## src/rtl/hamming_histogram_2b_pkg.sv

```systemverilog
// hamming_histogram_2b_pkg: shared FSM encoding and histogram geometry
package hamming_histogram_2b_pkg;
   localparam int NUM_BINS = 4;
   localparam int SAMPLE_W = 2;
   localparam logic [1:0] ACCUM = 2'd0;
   localparam logic [1:0] DRAIN = 2'd1;
   localparam logic [1:0] DONE  = 2'd2;
endpackage

```

## src/rtl/hist_bin_counter.sv

```systemverilog
// hist_bin_counter: saturating bin counter with synchronous clear and increment enable
module hist_bin_counter #(
   parameter int CNT_W = 16
) (
   input  logic             clk,
   input  logic             rst,
   input  logic             clear,
   input  logic             inc,
   output logic [CNT_W-1:0] count,
   output logic             hit
);
   logic full;
   assign full = &count;
   // an increment at the ceiling is absorbed and reported instead of wrapping
   assign hit = inc & full;
   // count up on enable, hold at all-ones, zero on clear
   always_ff @(posedge clk or negedge rst) begin
      if (!rst) count <= '0;
      else if (clear) count <= '0;
      else if (inc && !full) count <= count + 1'b1;
   end
endmodule

```

## src/rtl/hamming_histogram_2b.sv

```systemverilog
// hamming_histogram_2b: four-bin histogram of 2-bit Hamming distances with handshaked drain
module hamming_histogram_2b #(
   parameter int CNT_W = 16
) (
   input  logic             clk,
   input  logic             rst,
   input  logic             input_data_valid,
   input  logic [1:0]       input_data,
   input  logic             input_done,
   input  logic             clear,
   input  logic             rd_ready,
   output logic             output_data_valid,
   output logic [1:0]       output_bin,
   output logic [CNT_W-1:0] output_count,
   output logic             output_last,
   output logic             done,
   output logic             saturated,
   output logic             dropped
);
   import hamming_histogram_2b_pkg::*;
   logic [1:0] state;
   logic [1:0] idx;
   logic accept;
   logic [NUM_BINS-1:0] inc;
   logic [NUM_BINS-1:0] hit;
   logic [CNT_W-1:0] cnt [NUM_BINS];
   // samples only land while accumulating, and a clear cycle discards them
   assign accept = (state == ACCUM) && input_data_valid && !clear;
   for (genvar i = 0; i < NUM_BINS; i++) begin : g_bin
      assign inc[i] = accept && (input_data == SAMPLE_W'(i));
      hist_bin_counter #(.CNT_W(CNT_W)) u_bin (
         .clk   (clk),
         .rst   (rst),
         .clear (clear),
         .inc   (inc[i]),
         .count (cnt[i]),
         .hit   (hit[i])
      );
   end
   // control FSM: accumulate, drain one bin per accepted transfer, then park until clear
   always_ff @(posedge clk or negedge rst) begin
      if (!rst) begin
         state     <= ACCUM;
         idx       <= '0;
         saturated <= 1'b0;
         dropped   <= 1'b0;
      end else if (clear) begin
         state     <= ACCUM;
         idx       <= '0;
         saturated <= 1'b0;
         dropped   <= 1'b0;
      end else begin
         if (|hit) saturated <= 1'b1;
         if (input_data_valid && state != ACCUM) dropped <= 1'b1;
         if (state == ACCUM && input_done) begin
            state <= DRAIN;
            idx   <= '0;
         end else if (state == DRAIN && rd_ready) begin
            idx <= idx + 2'd1;
            if (idx == 2'd3) state <= DONE;
         end
      end
   end
   assign output_data_valid = (state == DRAIN);
   assign output_bin        = idx;
   assign output_count      = output_data_valid ? cnt[idx] : '0;
   assign output_last       = output_data_valid && (idx == 2'd3);
   assign done              = (state == DONE);
endmodule

```

## config.mk

```make
export PLATFORM = sky130hd
export DESIGN_NAME = hamming_histogram_2b
export DESIGN_NICKNAME = d
export VERILOG_FILES = /design/src/rtl/hamming_histogram_2b_pkg.sv /design/src/rtl/hist_bin_counter.sv /design/src/rtl/hamming_histogram_2b.sv
export SDC_FILE = /design/constraint.sdc
export NUM_CORES = 1
export LEC_CHECK = 0
export ABC_AREA = 1
export BUFFER_PORTS_ARGS = -buffer_cell sky130_fd_sc_hd__buf_4
export CAP_MARGIN = 25
export CORE_ASPECT_RATIO = 0.75
export CORE_MARGIN = 2
export CORE_UTILIZATION = 45
export DETAILED_ROUTE_END_ITERATION = 12
export PLACE_DENSITY_LB_ADDON = 0.1
export SLEW_MARGIN = 10
export SYNTH_ARGS = -nofsm -noshare
export SYNTH_HDL_FRONTEND = slang
export SYNTH_SLANG_ARGS = --single-unit
```

## constraint.sdc

```tcl
create_clock -name clk -period 2.17 [get_ports clk]
set_input_delay 0.217 -clock clk [delete_from_list [all_inputs] [get_ports clk]]
set_output_delay 0.217 -clock clk [all_outputs]
set_load 0.05 [all_outputs]
```

==> metrics.txt, run 1 <==
core area=0.0108 mm2; Leak Pwr=2.51 nW; setup tns final=0 ns; vias=5056; synthesized net count=755; Pwr Density=578 mW/mm2; number of global-route vias before repair=4583; Simple-Gate Fraction of Synth Area=41.7%; Compound-Gate Fraction of Synth Area=11.3%; top-area cell type share of the netlist area=35.7%; Fillers=1041; RePlAce Congestion=0.892; DP Area=0.00541 mm2; R2R Path Start=g_bin[0].u_bin.count[1]; Hold Startpoint=input_data_valid; CTS Sinks=70; Worst setup EP type=output pin; # port buffers=30; TritonCTS clock tree=done; nets=782; Layout area overhead=17.2%; fin crit share=96.8%; adder-cell share of the synthesized area=1.27%; Post-Syn Area per Cell=6.62 um2; Flop pwr share=40.2%; first-pass GRT wire length=23600 um; wire length per cell=15.8 um; Final setup viols=0; actual slew at the worst max-slew pin=0.610 ns; internal power=0.00244 W; post-synthesis cell type with the largest combined area=dfrtp_1; largest net degree at the start of global routing=71; clk buf depth=2; Synth cell types=28; M3 GR Usage=4.25%; drt via density=5.53; DRT Wirelength=14400 um; CTS clk-pin slew, worst paths=0.06 ns; Clock Root Buffer=clkbuf_16; Slew Viols, Final=0; post-route cell area=0.00576 mm2; Tmin final=2.10 ns; Num CTS Buffers=9; Max Cap Viol=0; max frequency=476 MHz; worst hold path cell count=3; relative slew slack=58.9%; DRC errors left=0; total grt overflow=0; Initial Utilization=45.6%; # rows=33; Post-Syn Instances=742; hold crit path type=input port to flip-flop; mux contribution to synthesized area=0%; #FFs+latches synth=70; Yosys warning count=0; Die X=125 um; worst-case reg-to-reg path depth=9; Worst Clk Skew=0.00761 ns; arrival time at the worst endpoint=1.88 ns; status=complete, no violations; diode count=0; Peak VDD IR=0.357 mV; final hold vios=0; xor/xnor share of the synthesized area=3.21%; height of the die=94.5 um; Total Routing Usage GR=25.4%; Pre-Repair DR Iteration Count=5; Worst Path Required=1.95 ns; most common cell after layout, fill and taps aside=nand2_1; Crit. Startpoint=output_bin[0]; full die area=0.0118 mm2; DR iter-0 viols=537; Sw Pwr=0.000886 W; Clk Latency, worst-skew pair=0.34 ns; share of the yosys chip area belonging to registers=35.7%; Design Power=0.00333 W; Setup CP Type=flip-flop to output pin; Switching Share=26.6%; Clk pwr share=49.1%; Post-DP HPWL=10300 um; CP Launch Type=flip-flop; H-tree depth=3; GRT met1 Usage=37.4%; share of post-route cells with drive strength above 1=14.3%; main area contributors after synthesis=dfrtp_1, nand2_1, nor2_1; num ports=31; met2 Usage GRT=38.2%; Antenna Violating Nets Remaining=0; initial antenna violation count=0; Comb pwr share=10.8%; most frequent cells in the layout=nand2_1, nor2_1, dfrtp_1; combinational family with the most area after synthesis=simple AND/OR/NAND/NOR gates; cell area after synthesis=0.00491 mm2; CP Max Fanout=25; gr busiest metal=met2
## worst max-delay path, stage by stage, from the launching register on
cell     delay [ns]
dfrtp_1        0.36
buf_4          0.17
inv_1          0.11
buf_6          0.18
o21ai_0        0.42
a21oi_4        0.10
buf_4          0.20
## sequential cells by signal (all words and copies together), names as in the netlist
signal and count:
state 2, dropped 1, g_bin.u_bin.count 64, output_bin 2, saturated 1
## cells by family (layout without fill, tap and decap cells)
group / after synthesis / after routing
fa+ha+maj: 5 / 5
simple gates: 466 / 466
xor+xnor: 18 / 18
flops: 70 / 70
buf+inv: 79 / 111
compound gates: 104 / 104
## metal layers
| layer | vias to the layer above | wire length [um] |
|---|---|---|
| met5 | - | 0 |
| met4 | 0 | 279 |
| met3 | 26 | 901 |
| met2 | 184 | 6100 |
| met1 | 2351 | 7140 |
| li1 | 2495 | - |
## timing repair
item	CTS	global route
buffers inserted	0	1
setup endpoints to repair	14	14
hold endpoints to repair	70	0
hold buffers	1	0
resized for setup	1	3
## stage by stage
step / hold WS, ns / instances / util (%) / worst slack (ns)
after floorplan: -0.0786 / 742 / - / -0.194
after global placement: 0.261 / 896 / 50.2 / 0.187
after detailed placement: 0.268 / 896 / 50.2 / 0.141
after CTS: 0.135 / 913 / 53.3 / 0.0242
after global routing: 0.170 / 914 / 53.4 / -0.00415
final: 0.134 / 914 / 53.4 / 0.0700
## power by group through the flow
stage	combinational [W]	sequential [W]	clock [W]
2_1_floorplan	0.000222	0.00137	0
3_3_place_gp	0.000353	0.00136	0
3_5_place_dp	0.000354	0.00136	0
4_1_cts	0.000357	0.00134	0.00166
5_1_grt	0.000392	0.00134	0.00170
6_report	0.000358	0.00134	0.00163
## cell type report
type | instances | area (um2) | share of cell area, %
multi-input cells | 593 | 2960 | 51.4
flip-flops and latches | 70 | 1760 | 30.5
repair buffers | 44 | 349 | 6.06
clock buffers | 10 | 239 | 4.15
inverters | 51 | 195 | 3.39
well taps | 140 | 175 | 3.04
clock inverters | 6 | 85.1 | 1.48
## path summary, 6_finish.rpt
kind / endpoint / slack, ns
max in group asynchronous: output_bin[1] / 1.39
max reg2reg: g_bin[0].u_bin.count[13] / 0.18
min: dropped / 0.13
min in group asynchronous: g_bin[1].u_bin.count[15] / 0.44
max: output_count[6] / 0.07
min reg2reg: dropped / 0.52
## synth_stat cells
cell	count
buf_6	2
nand3_2	2
clkbuf_1	13
o21ai_2	1
nand2_2	4
buf_4	5
nor2_4	6
o211ai_1	2
nand2_1	244
o21ai_1	6
dfrtp_1	70
a21o_1	1
inv_1	46
nand4_1	54
inv_2	4
nor2_1	96
nand3_1	42
nand3b_1	1
a21oi_1	39
or2_2	5
buf_1	3
buf_2	5
o21bai_1	9
nor2_2	12
ha_1	5
xor2_1	18
clkinv_1	1
o21ai_0	46
(Power assumes the default switching activity.)
==> inputs of run 2 (changes only) <==
clock period = 1.9 ns   (was 2.17 ns; I/O delays follow)
==> run 2 against run 1 <==
- clock power is 15% higher
- total power rose by 16%
- via count grew 0.57%
==> metrics.txt, run 2 (synthesis results as in run 1) <==
status=complete, no violations (unchanged); Setup CP Type=flip-flop to output pin (unchanged); Worst Path Required=1.71 ns (was 1.95 ns); total grt overflow=0 (unchanged); max incr delay on CP=0.38 ns (was 0.42 ns); # port buffers=30 (unchanged); relative slew slack=64.1% (was 58.9%); CP max-delay cell=dfrtp_2 (was o21ai_0); most common cell after layout, fill and taps aside=nand2_1 (unchanged); Die X=125 um (unchanged); nets=802 (was 782); RePlAce Congestion=0.889 (was 0.892); Clock Root Buffer=clkbuf_16 (unchanged); diode count=0 (unchanged); Placed Cells=912 (was 896); setup tns final=0 ns (unchanged); Pre-Repair DR Iteration Count=5 (unchanged); initial antenna violation count=0 (unchanged); Layout area overhead=23.5% (was 17.2%); Peak VDD IR=0.406 mV (was 0.357 mV); Worst Clk Skew=0.00671 ns (was 0.00761 ns); DRC errors left=0 (unchanged); Worst Path Buf+Inv=2 (was 4); actual slew at the worst max-slew pin=0.538 ns (was 0.610 ns); Max Cap Viol=0 (unchanged); num ports=31 (unchanged); vias=5085 (was 5056); Biggest register=g_bin.u_bin.count (unchanged); fin crit share=96.5%; fin worst setup slack=0.0667 ns (was 0.0700 ns); non-filler cells, final=934 (was 914); Total Routing Usage GR=24.9% (was 25.4%); CTS Sinks=70 (unchanged); CTS clk-pin slew, worst paths=0.06 ns (about the same); Tmin final=1.83 ns; CP Max Fanout=15 (was 25); drt via density=5.44 (was 5.53); max reg flops=64 (unchanged); max frequency=545 MHz; arrival time at the worst endpoint=1.64 ns (was 1.88 ns); Fillers=1001 (was 1041); Num CTS Buffers=9 (unchanged); Final setup viols=0 (unchanged); final hold vios=0 (unchanged); DR iter-0 viols=530 (was 537); Leak Pwr=2.65 nW (was 2.51 nW); hold crit path type=input port to flip-flop (unchanged); H-tree depth=3 (unchanged); DRT Wirelength=14600 um (was 14400 um); CP Launch Type=flip-flop (unchanged); Pwr Density=635 mW/mm2 (was 578 mW/mm2); full die area=0.0118 mm2 (unchanged); TritonCTS clock tree=done (unchanged); CP cell instances=buf_4 > nor2_1 > nor2_1 > o21ai_0 > a21oi_4 > buf_4 (was buf_4 > inv_1 > buf_6 > o21ai_0 > a21oi_4 > buf_4); largest net degree at the start of global routing=38 (was 71); height of the die=94.5 um (unchanged); clk buf depth=2 (unchanged); CP top delay family=buffers and inverters (unchanged); Worst setup EP type=output pin (unchanged); first-pass GRT wire length=23100 um (was 23600 um); number of global-route vias before repair=4505 (was 4583); wire length per cell=15.6 um (was 15.8 um); share of post-route cells with drive strength above 1=17.3% (was 14.3%); Clk Latency, worst-skew pair=0.34 ns (about the same); most frequent cells in the layout=nand2_1, nor2_1, dfrtp_1 (unchanged); Antenna Violating Nets Remaining=0 (unchanged); # rows=33 (unchanged); Post-DP HPWL=10600 um (was 10300 um); Initial Utilization=45.6% (unchanged); Slew Viols, Final=0 (unchanged); DP Worst Slack=0.0611 ns (was 0.141 ns); core area=0.0108 mm2 (unchanged)
==> run 2: cell type report <==
type | count | area, um2 | area share [%]
tap | 140 | 175 | 2.89
sequential | 70 | 1760 | 28.9
inverter | 51 | 201 | 3.32
multi-input combinational | 594 | 3040 | 50.1
timing repair buffer | 63 | 571 | 9.40
clock inverter | 4 | 70.1 | 1.15
clock buffer | 12 | 256 | 4.23
==> run 2: timing repair <==
| item | 4_1_cts | 5_1_grt |
|---|---|---|
| hold buffers | 1 | 0 |
| buffers inserted | 0 | 4 |
| endpoints found under the hold margin | 35 | 0 |
| pin swaps | 0 | 4 |
| cloned | 0 | 1 |
| gates resized for setup | 9 | 13 |
| endpoints found under the setup margin | 8 | 59 |
==> run 2: worst min-delay path: cells and delay by family <==
kind / cells / cell delay (ns)
AND/OR/NAND/NOR: 1 / 0.08
buffers and inverters: 1 / 0.08
AO/OA/AOI/OAI: 1 / 0.05
==> run 2: path summary, 6_finish.rpt <==
| path | startpoint | end | slack, ns | depth (start not counted) |
|---|---|---|---|---|
| max in group asynchronous | rst | g_bin[3].u_bin.count[0] | 0.93 | 3 |
| min | input_data_valid | dropped | 0.11 | 3 |
| max reg2reg | g_bin[1].u_bin.count[0] | g_bin[1].u_bin.count[11] | 0.08 | 10 |
| min in group asynchronous | rst | g_bin[2].u_bin.count[13] | 0.37 | 2 |
| max | output_bin[0] | output_count[6] | 0.07 | 6 |
| min reg2reg | dropped | dropped | 0.51 | 2 |
==> run 2: metal layers <==
metal	global-route usage, %	share of wire, %	up-vias
met2	36.7	43	167
met4	6.37	1.5	0
li1	-	-	2534
met3	4.93	6.1	21
met5	0	0	-
met1	37.2	50	2363
==> run 2: stage by stage <==
stage / area, um2 / util, % / hold slack (ns) / power, W
floorplan: 5120 / - / -0.106 / 0.00183
global placement: 5630 / 52.3 / 0.201 / 0.00198
detailed placement: 5630 / 52.3 / 0.199 / 0.00198
CTS: 5970 / 55.4 / 0.110 / 0.00387
global route: 6070 / 56.3 / 0.128 / 0.00399
finish: 6070 / 56.3 / 0.106 / 0.00385
==> run 2: power breakdown <==
part / internal (W) / switching, W
Combinational: 0.000128 / 0.000333
Clock: 0.00122 / 0.000653
Sequential: 0.00151 / 0.0000144
Total: 0.00285 / 0.00100
